[config.mk]
export PLATFORM = sky130hd
export DESIGN_NAME = ff_emu_spi_ctrl
export DESIGN_NICKNAME = d
export VERILOG_FILES = /design/src/rtl/ff_emu_spi_ctrl.sv
export SDC_FILE = /design/constraint.sdc
export NUM_CORES = 1
export LEC_CHECK = 0
export ABC_AREA = 1
export CORE_MARGIN = 4
export CORE_UTILIZATION = 55
export DETAILED_ROUTE_END_ITERATION = 8
export PLACE_DENSITY = 0.9
export SYNTH_ARGS = -nofsm -noshare
export SYNTH_HDL_FRONTEND = slang
export SYNTH_SLANG_ARGS = --single-unit
export TNS_END_PERCENT = 20
[constraint.sdc]
create_clock -name CLK -period 4.95 [get_ports CLK]
set_input_delay 0.7425 -clock CLK [delete_from_list [all_inputs] [get_ports CLK]]
set_output_delay 0.7425 -clock CLK [all_outputs]
set_load 0.05 [all_outputs]
[src/rtl/ff_emu_spi_ctrl.sv]
// ff_emu_spi_ctrl: oversampled SPI slave that turns 16-bit frames into register-bus
// transactions and serialises read data back on the return clock/data pair.
module ff_emu_spi_ctrl #(
  parameter int RTN_HALF = 4,
  parameter int TIMEOUT = 255
) (
  input  logic       CLK,
  input  logic       RST,
  input  logic       SPI_CS0,
  input  logic       SPI_CS1,
  input  logic       SPI_CLK,
  input  logic       SPI_DAT,
  output logic       SPI_BUSY,
  output logic       SPI_RTN_CLK,
  output logic       SPI_RTN_DAT,
  output logic       REG_REQ,
  output logic       REG_SEL,
  output logic       REG_WR,
  output logic [6:0] REG_ADDR,
  output logic [7:0] REG_WDATA,
  input  logic [7:0] REG_RDATA,
  input  logic       REG_ACK,
  output logic       FRAME_ERR,
  output logic [7:0] ERR_CNT
);
  typedef enum logic [2:0] {IDLE, SHIFT, REQ, RTN, DONE} state_t;
  state_t state, nxt;
  logic [3:0] s1, s2;
  logic clk_q, sel, rclk, err;
  logic [15:0] sh, tcnt, hcnt;
  logic [3:0] bcnt;
  logic [2:0] rbits;
  logic [7:0] rsh;
  logic cs0, cs1, rise, sel_cs, oth_cs, half_end, tmo;
  // synchronised inputs packed as {dat, clk, cs1, cs0}
  assign cs0 = s2[0];
  assign cs1 = s2[1];
  assign rise = s2[2] & ~clk_q;
  assign sel_cs = sel ? cs1 : cs0;
  assign oth_cs = sel ? cs0 : cs1;
  assign half_end = hcnt == 16'(RTN_HALF - 1);
  assign tmo = tcnt == 16'(TIMEOUT - 1);
  assign REG_REQ = state == REQ;
  assign REG_SEL = sel;
  assign REG_WR = sh[15];
  assign REG_ADDR = sh[14:8];
  assign REG_WDATA = sh[7:0];
  assign SPI_RTN_CLK = rclk;
  assign SPI_RTN_DAT = (state == RTN) & rsh[7];
  always_ff @(posedge CLK or posedge RST)
    if (RST) state <= IDLE;
    else state <= nxt;
  always_comb begin
    nxt = state;
    err = 1'b0;
    case (state)
      IDLE: if (cs0 & cs1) begin err = 1'b1; nxt = DONE; end
            else if (cs0 | cs1) nxt = SHIFT;
      SHIFT: if (!sel_cs || oth_cs) begin err = 1'b1; nxt = IDLE; end
             else if (rise && bcnt == 4'd15) nxt = REQ;
      REQ: if (REG_ACK) nxt = sh[15] ? DONE : RTN;
           else if (tmo) begin err = 1'b1; nxt = DONE; end
      RTN: if (half_end && rclk && rbits == 3'd7) nxt = DONE;
      DONE: if (!cs0 && !cs1) nxt = IDLE;
      default: nxt = IDLE;
    endcase
  end
  always_ff @(posedge CLK or posedge RST)
    if (RST) begin
      s1 <= '0;
      s2 <= '0;
      clk_q <= 1'b0;
      SPI_BUSY <= 1'b1;
      FRAME_ERR <= 1'b0;
      ERR_CNT <= '0;
      sel <= 1'b0;
      sh <= '0;
      bcnt <= '0;
      tcnt <= '0;
      hcnt <= '0;
      rclk <= 1'b0;
      rbits <= '0;
      rsh <= '0;
    end else begin
      s1 <= {SPI_DAT, SPI_CLK, SPI_CS1, SPI_CS0};
      s2 <= s1;
      clk_q <= s2[2];
      SPI_BUSY <= nxt == REQ || nxt == RTN;
      FRAME_ERR <= err;
      if (err && ERR_CNT != 8'hff) ERR_CNT <= ERR_CNT + 8'd1;
      if (state == IDLE) begin
        sel <= cs1;
        bcnt <= '0;
      end
      if (state == SHIFT && rise) begin
        sh <= {sh[14:0], s2[3]};
        bcnt <= bcnt + 4'd1;
      end
      tcnt <= state == REQ ? tcnt + 16'd1 : '0;
      if (state == REQ && REG_ACK) rsh <= REG_RDATA;
      // data advances only on the falling return edge so it is stable at each rise
      if (state == RTN) begin
        hcnt <= half_end ? '0 : hcnt + 16'd1;
        if (half_end) begin
          rclk <= ~rclk;
          if (rclk) begin
            rsh <= {rsh[6:0], 1'b0};
            rbits <= rbits + 3'd1;
          end
        end
      end else begin
        hcnt <= '0;
        rclk <= 1'b0;
        rbits <= '0;
      end
    end
endmodule

# [Word level (Yosys, flattened, before mapping)]
# Index checks and enable logic that the tools add are counted.
[classes] add_sub_neg=5 n_eq_ne=13 n_mux=31 bitwise_logic=6 n_reduce_logical=15
[ops] cell="2-to-1 mux 16 bit" count=3
[ops] cell="2-to-1 mux 3 bit" count=12
[ops] cell="adder 16 x 1 -> 16 bit (second input constant)" count=2
[ops] cell="2-to-1 mux 8 bit" count=4
[ops] cell="== test 16 x 2 -> 1 bit (second input constant)" count=1
[ops] cell="== test 16 x 8 -> 1 bit (second input constant)" count=1
[ops] cell="case mux 3 bit (5 select lines)" count=1
[ops] cell="== test 3 x 2 -> 1 bit (second input constant)" count=4
[ops] cell="adder 8 x 1 -> 8 bit (second input constant)" count=1
[ops] cell="2-to-1 mux 1 bit" count=8
[ops] cell="2-to-1 mux 4 bit" count=2
[ops] cell="inequality test 8 bit (second input constant)" count=1
[ops] cell="logical AND 1 bit" count=7
[ops] cell="== test 3 bit (second input constant)" count=2
[ops] cell="adder 4 x 1 -> 4 bit (second input constant)" count=1
[ops] cell="== test 4 bit (second input constant)" count=1
[ops] cell="inequality test 2 bit (second input constant)" count=2
[ops] cell="adder 3 x 1 -> 3 bit (second input constant)" count=1
[ops] cell="AND 1 bit" count=3
[ops] cell="== test 3 x 1 -> 1 bit (second input constant)" count=1
[ops] cell="zero test 1 bit" count=3
[ops] cell="zero test 3 bit" count=1
[ops] cell="case mux 1 bit (3 select lines)" count=1
[ops] cell="logical OR 1 bit" count=2
[ops] cell="4 further kinds" count=5
[word_totals] reg_bits=87 out_inout_bits=30 wordCells=85

# [Depth between registers and ports, before layout]
# Gate-level depths: netlist of run 1.
[logic_depth] depth_word=8 ltp_mapped=11 mapped_depth_nobuf=11

# [Worst setup path before layout of run 1]
# OpenSTA, ideal clock, no wires.
[synth_timing] path_kind="register -> output" from="register state[1]" to="output SPI_RTN_DAT" t_arrival_ns=1.564 required_time_ns=4.208 slack_ns=2.643 path_stages_with_launch=6 n_path_buf=1 cell_sequence="dfrtp_1 > inv_2 > nor2_1 > nand2_2 > buf_1 > nor2_1"
[synth_via] elab_chain_cells=2
[synth_lines] element="start: declaration" line="27" source="state_t state, nxt;"
[synth_lines] element="start signal: assignment" line="52" source="else state <= nxt;"
[synth_lines] element="== test 3 x 2 -> 1 bit" line="49" source="assign SPI_RTN_DAT = (state == RTN) & rsh[7];"
[synth_lines] element="AND 1 bit" line="49"
[synth_lines] element="end: declaration" line="15" source="output logic SPI_RTN_DAT,"
# No other way between the ends.

# [Final worst setup path of run 1]
[layout_timing] from="register state[2]" to="output REG_REQ"
[layout_via] elab_chain_cells=1
[layout_lines] element="== test 3 x 2 -> 1 bit" line="43" source="assign REG_REQ = state == REQ;"
[layout_lines] element="end: declaration" line="16" source="output logic REG_REQ,"
# No other way between the ends.

==> results of run 1 <==
==> metal layers <==
metal	part of all wire (%)	global-route usage (%)	wire length (µm)
met5	0	0	0
met4	1.9	9.00	169
met3	5.1	4.22	447
met2	48	35.1	4160
met1	45	26.0	3930
==> cell families (layout without fill, tap and decap cells) <==
| family | after synthesis | count (layout) | synth area share, % |
|---|---|---|---|
| simple gates | 318 | 318 | 32.7 |
| flops | 87 | 87 | 51.3 |
| buf+inv | 65 | 119 | 5.96 |
| compound gates | 46 | 46 | 5.69 |
| xor+xnor | 11 | 11 | 2.27 |
| fa+ha+maj | 7 | 7 | 2.06 |
==> layout make-up <==
class	count	area, µm²
tap	99	124
fill	591	2380
timing repair buffer	45	448
clock inverter	6	66.3
inverter	58	219
sequential	87	2180
multi-input combinational	382	1810
clock buffer	10	138
==> final timing paths <==
kind / to / depth (start not counted) / slack [ns] / from
max in group asynchronous: rsh[7] / 3 / 3.15 / RST
hold / removal: s2[3] / 0 / 0.35 / s1[3]
min in group asynchronous: ERR_CNT[5] / 2 / 0.85 / RST
setup / recovery: REG_REQ / 4 / 1.95 / state[2]
setup reg to reg: sh[10] / 5 / 3.16 / state[1]
hold reg to reg: s2[3] / 0 / 0.35 / s1[3]
==> cells in the final DEF (no fill, tap or decap), types with 4 or more instances in the layout <==
| master | n |
|---|---|
| nand3_1 | 41 |
| nand2_1 | 140 |
| clkdlybuf4s50_1 | 44 |
| nor2_1 | 94 |
| ha_1 | 7 |
| xnor2_1 | 4 |
| a21oi_1 | 15 |
| nor3_1 | 15 |
| xor2_1 | 7 |
| o21ai_0 | 11 |
| nand4_1 | 8 |
| clkbuf_8 | 10 |
| inv_2 | 7 |
| inv_1 | 50 |
| dfrtp_1 | 86 |
| nand2_2 | 4 |
| o21ai_1 | 16 |
==> per-stage QoR <==
step	cell area, µm²	worst slack (ns)	std cells	total power (µW)
2_1_floorplan	4240	1.96	534	1180
3_3_place_gp	4780	2.36	671	1330
3_5_place_dp	4780	2.34	671	1350
4_1_cts	4990	1.95	687	1850
5_1_grt	4990	1.84	687	1930
6_report	4990	1.95	687	1840
==> Yosys cell counts, drive strengths merged (2+ instances only) <==
cell	n	share of area [%]
a21oi	16	2.0
ha	7	2.1
dfrtp	86	51
nor3	16	2.0
buf	6	0.74
nand3	44	5.5
nand4	10	2.0
xor2	7	1.4
xnor2	4	0.83
nor3b	2	0.35
o21a	2	0.35
inv	58	5.1
nor2	98	9.0
o21ai	27	3.2
nand2	146	14
==> power groups by stage <==
stage	Sequential (µW)	Clock [µW]	Combinational, µW
2_1_floorplan	1010	0	175
3_3_place_gp	846	0	484
3_5_place_dp	849	0	500
4_1_cts	837	509	502
5_1_grt	847	545	536
6_report	838	500	500
==> flip-flops by register name, summed over array words and instances (netlist names) <==
| signal | flops |
|---|---|
| FRAME_ERR | 1 |
| SPI_RTN_CLK | 1 |
| clk_q | 1 |
| s1 | 4 |
| tcnt | 16 |
| REG_SEL | 1 |
| state | 3 |
| rbits | 3 |
| hcnt | 16 |
| ERR_CNT | 8 |
| sh | 16 |
| rsh | 8 |
| bcnt | 4 |
| SPI_BUSY | 1 |
| s2 | 4 |
==> summary.txt, run 1 <==
Floorplanning
  • Die ar.: 9190 µm²
  • Die height: 95.8 µm
  • Placeable Area: 7370 µm²
  • Initial Util: 57.6%
  • Ports: 45
  • FP Rows: 31
  • Die X: 95.8 µm

Timing
  • Worst hold slack: 0.353 ns
  • Clock period minus worst slack: 3.00 ns
  • RSZ-0062 raised after global routing: no
  • Worst slew margin: 44.0%
  • Number of hold violations in the final report: 0
  • Period utilization: 60.6%
  • Slew Limit Fails: 0
  • Worst Tran Pin Value: 0.840 ns
  • Clk_skew: 0.00801 ns
  • Setup TNS Final: 0 ns
  • Fmax: 333 MHz
  • Setup-failing EPs final: 0

Global routing
  • Vias in the first global route: 3545
  • Initial antenna violation count: 0
  • First-pass GRT wire length: 15200 µm
  • GR Util All Layers: 20.8%
  • GRT Residual Overflow: 0
  • Largest net degree at the start of global routing: 53

Setup path
  • Critical Path End Type: primary output
  • Critical path data required time: 4.21 ns
  • Startpoint Class: flip-flop
  • Setup CP Type: reg2out
  • Crit path max-delay family: buffers and inverters
  • CP dominant cell by count: inv_2
  • CP cell instances: inv_2, nand3_2, inv_2, clkdlybuf4s50_1
  • Worst Path Buf+Inv: 3
  • Largest stage delay on the critical path: 0.88 ns
  • Slowest CP cell: clkdlybuf4s50_1
  • WP data arrival: 2.26 ns
  • CP max FO: 21

Power
  • Part of the power in combinational logic: 27.2%
  • Part of the power in registers: 45.6%
  • Worst VDD drop: 0.276 mV
  • P_int: 1180 µW
  • Clk pwr share: 27.2%
  • Switching Fraction: 35.8%
  • Switching power: 658 µW
  • Leak: 0.00236 µW
  • Cell Pwr Density: 369 nW/µm²

Clock tree
  • H-tree Lvls: 3
  • CTS tree: built
  • Num CTS Buffers: 9
  • CTS root buffer: clkbuf_8
  • Post-CTS sizing: 0
  • Sink Count: 87
  • Clock slew at reported path FFs: 0.08 ns
  • CTS Hold Buffers Added: 0
  • Clock latency on the worst-skew pair: 0.35 ns
  • Max Root-Sink Buffers: 2
  • Post-CTS setup buffers: 0

Cells and area
  • NumNets Final: 605
  • ANT cells: 0
  • Area delta synth->final: 17.5%
  • Share of layout cells above drive strength 1: 7.31%
  • Final core area utilization: 67.7%

Logic synthesis
  • FF+latch count, synth: 87
  • Synthesized cell area: 4240 µm²
  • Synth cell types: 33
  • Warnings from Yosys: 0
  • Syn Inst Count: 534
  • EDFF count, synth: 0
  • Asr flop ratio synth: 100%
  • Syn nets: 556
  • Main synth FF type: dfrtp_1
  • Synth Area per Inst: 7.95 µm²
  • Seq/Total Area, Yosys: 51.3%

Route
  • Routed Antenna Nets: 0
  • Total wire length: 8710 µm
  • Drt via density: 5.16
  • Drt first pass iters: 4
  • Vias: 3548
  • Initial drt markers: 145
  • DR DRC count: 0
  • Wirelength per Cell: 12.7 µm

Place
  • Post-DP HPWL: 6240 µm
  • Placer's final routability congestion estimate: 0.889
  • IO buf count: 44

Worst hold path
  • Min-Delay Path Class: reg2reg

Run status
  • Status: complete, no violations

Flow run
  • Max Cap Viol: 0
(Power assumes the default switching activity.)
==> run 2, diff against run 1 <==
Clock period 4.95 ns to 2.85 ns, I/O delays scaled along.
==> summary.txt, run 2 (synthesized netlist as in run 1, its figures left out) <==
Run status
  • Status: complete, no violations (unchanged)

Cells and area
  • NumNets Final: 607 (was 605)
  • Share of layout cells above drive strength 1: 7.63% (was 7.31%)
  • Top Registers: hcnt x16, sh x16, tcnt x16 (unchanged)
  • ANT cells: 0 (unchanged)
  • Commonest non-fill, non-tap cells in the layout: 140 x nand2_1, 94 x nor2_1, 86 x dfrtp_1 (unchanged)
  • Commonest non-fill, non-tap cell in the layout: nand2_1 (unchanged)
  • Area delta synth->final: 18.4% (was 17.5%)

Power
  • Clk pwr share: 28.3% (was 27.2%)
  • Part of the power in registers: 45.0% (was 45.6%)
  • Switching Fraction: 36.2% (was 35.8%)
  • Worst VDD drop: 0.651 mV (was 0.276 mV)
  • P_int: 2060 µW (was 1180 µW)
  • Part of the power in combinational logic: 26.8% (was 27.2%)
  • Leak: 0.00238 µW (was 0.00236 µW)
  • Cell Pwr Density: 643 nW/µm² (was 369 nW/µm²)
  • Switching power: 1170 µW (was 658 µW)

Global routing
  • GR Util All Layers: 21.3% (was 20.8%)
  • Largest net degree at the start of global routing: 67 (was 53)
  • Initial antenna violation count: 0 (unchanged)
  • GRT Residual Overflow: 0 (unchanged)
  • Vias in the first global route: 3629 (was 3545)
  • First-pass GRT wire length: 15400 µm (was 15200 µm)

Clock tree
  • Sink Count: 87 (unchanged)
  • Clock latency on the worst-skew pair: 0.36 ns (was 0.35 ns)
  • CTS root buffer: clkbuf_8 (unchanged)
  • Post-CTS setup buffers: 0 (unchanged)
  • CTS tree: built (unchanged)
  • Clock slew at reported path FFs: 0.09 ns (was 0.08 ns)
  • H-tree Lvls: 3 (unchanged)
  • Num CTS Buffers: 9 (unchanged)
  • Max Root-Sink Buffers: 2 (unchanged)
  • Post-CTS sizing: 0 (unchanged)
  • CTS Hold Buffers Added: 0 (unchanged)

Setup path
  • Startpoint Class: flip-flop (unchanged)
  • Critical path data required time: 2.42 ns (was 4.21 ns)
  • Worst Path Buf+Inv: 2 (was 3)
  • Largest stage delay on the critical path: 0.81 ns (was 0.88 ns)
  • Slowest CP cell: clkdlybuf4s50_1 (unchanged)
  • Critical Path End Type: primary output (unchanged)
  • CP max FO: 5 (was 21)
  • WP data arrival: 2.06 ns (was 2.26 ns)
  • Setup CP Type: reg2out (unchanged)
  • CP dominant cell by count: nor2_1 (was inv_2)
  • Crit path max-delay family: buffers and inverters (unchanged)
  • CP cell instances: inv_2, nor2_1, nand2_2, nor2_1, clkdlybuf4s50_1 (was inv_2, nand3_2, inv_2, clkdlybuf4s50_1)

Route
  • Wirelength per Cell: 13.1 µm (was 12.7 µm)
  • Vias: 3660 (was 3548)
  • Total wire length: 9030 µm (was 8710 µm)
  • DR DRC count: 0 (unchanged)
  • Routed Antenna Nets: 0 (unchanged)
  • Drt first pass iters: 6 (was 4)
  • Initial drt markers: 271 (was 145)
  • Drt via density: 5.31 (was 5.16)

Floorplanning
  • Die X: 95.8 µm (unchanged)
  • Ports: 45 (unchanged)
  • Placeable Area: 7370 µm² (unchanged)
  • FP Rows: 31 (unchanged)
  • Die height: 95.8 µm (unchanged)
  • Initial Util: 57.6% (unchanged)
  • Die ar.: 9190 µm² (unchanged)

Timing
  • Setup-failing EPs final: 0 (unchanged)
  • Clock period minus worst slack: 2.48 ns
  • Clk_skew: 0.00897 ns (was 0.00801 ns)
  • Setup TNS Final: 0 ns (unchanged)
  • Worst slew margin: 64.6% (was 44.0%)
  • Slew Limit Fails: 0 (unchanged)
  • Fmax: 403 MHz
  • RSZ-0062 raised after global routing: no (unchanged)
  • Worst hold slack: 0.354 ns (was 0.353 ns)
  • Period utilization: 87.1%
  • Number of hold violations in the final report: 0 (unchanged)
  • Worst Tran Pin Value: 0.529 ns (was 0.840 ns)

Flow run
  • Max Cap Viol: 0 (unchanged)

Place
  • Post-DP HPWL: 6550 µm (was 6240 µm)
  • Placer's final routability congestion estimate: 0.899 (was 0.889)
  • IO buf count: 44 (unchanged)

Worst hold path
  • Min-Delay Path Class: reg2reg (unchanged)
[run 2: through the flow]
stage / cell area [µm²] / worst slack [ns] / total power (µW) / utilization [%] / cells
finish: 5020 / 0.367 / 3230 / 68.2 / 689
global route: 5020 / 0.247 / 3390 / 68.2 / 689
CTS: 5020 / 0.354 / 3250 / 68.2 / 689
detailed placement: 4810 / 0.754 / 2340 / 65.3 / 673
global placement: 4810 / 0.837 / 2310 / 65.3 / 673
floorplan: 4240 / 0.174 / 2060 / - / 534
[run 2: power by group through the flow]
stage / logic, µW / registers (µW) / clock network, µW
global placement: 842 / 1470 / 0
detailed placement: 867 / 1470 / 0
finish: 865 / 1450 / 913
floorplan: 304 / 1750 / 0
CTS: 874 / 1450 / 927
global route: 947 / 1470 / 974
[run 2: path summary, 6_finish.rpt]
check | start | end | slack, ns | cells after the start
setup / recovery | state[1] | SPI_RTN_DAT | 0.37 | 5
hold / removal | s1[2] | s2[2] | 0.35 | 0
setup reg to reg | state[1] | bcnt[0] | 1.10 | 5
hold reg to reg | s1[2] | s2[2] | 0.35 | 0
max in group asynchronous | RST | SPI_BUSY | 1.80 | 3
min in group asynchronous | RST | ERR_CNT[5] | 0.36 | 2
[run 2: layout make-up]
cell class / instances / area [µm²]
Tap cell: 99 / 124
Clock inverter: 6 / 76.3
Fill cell: 578 / 2350
Multi-Input combinational cell: 382 / 1810
Clock buffer: 10 / 138
Sequential cell: 87 / 2180
Inverter: 58 / 219
Timing Repair Buffer: 47 / 475
[run 2: per-layer routing]
metal / global-route usage, % / routed length, µm
met1: 26.7 / 3980
met5: 0 / 0
met2: 34.4 / 4240
met3: 5.63 / 571
met4: 9.72 / 240
[run 2: worst reg2reg max path: cells and delay by family, from the launching register on]
family                 cells  cell delay, ns
AO/OA/AOI/OAI              1            0.11
buffers and inverters      1            0.34
flip-flops                 1            0.45
AND/OR/NAND/NOR            3            0.79
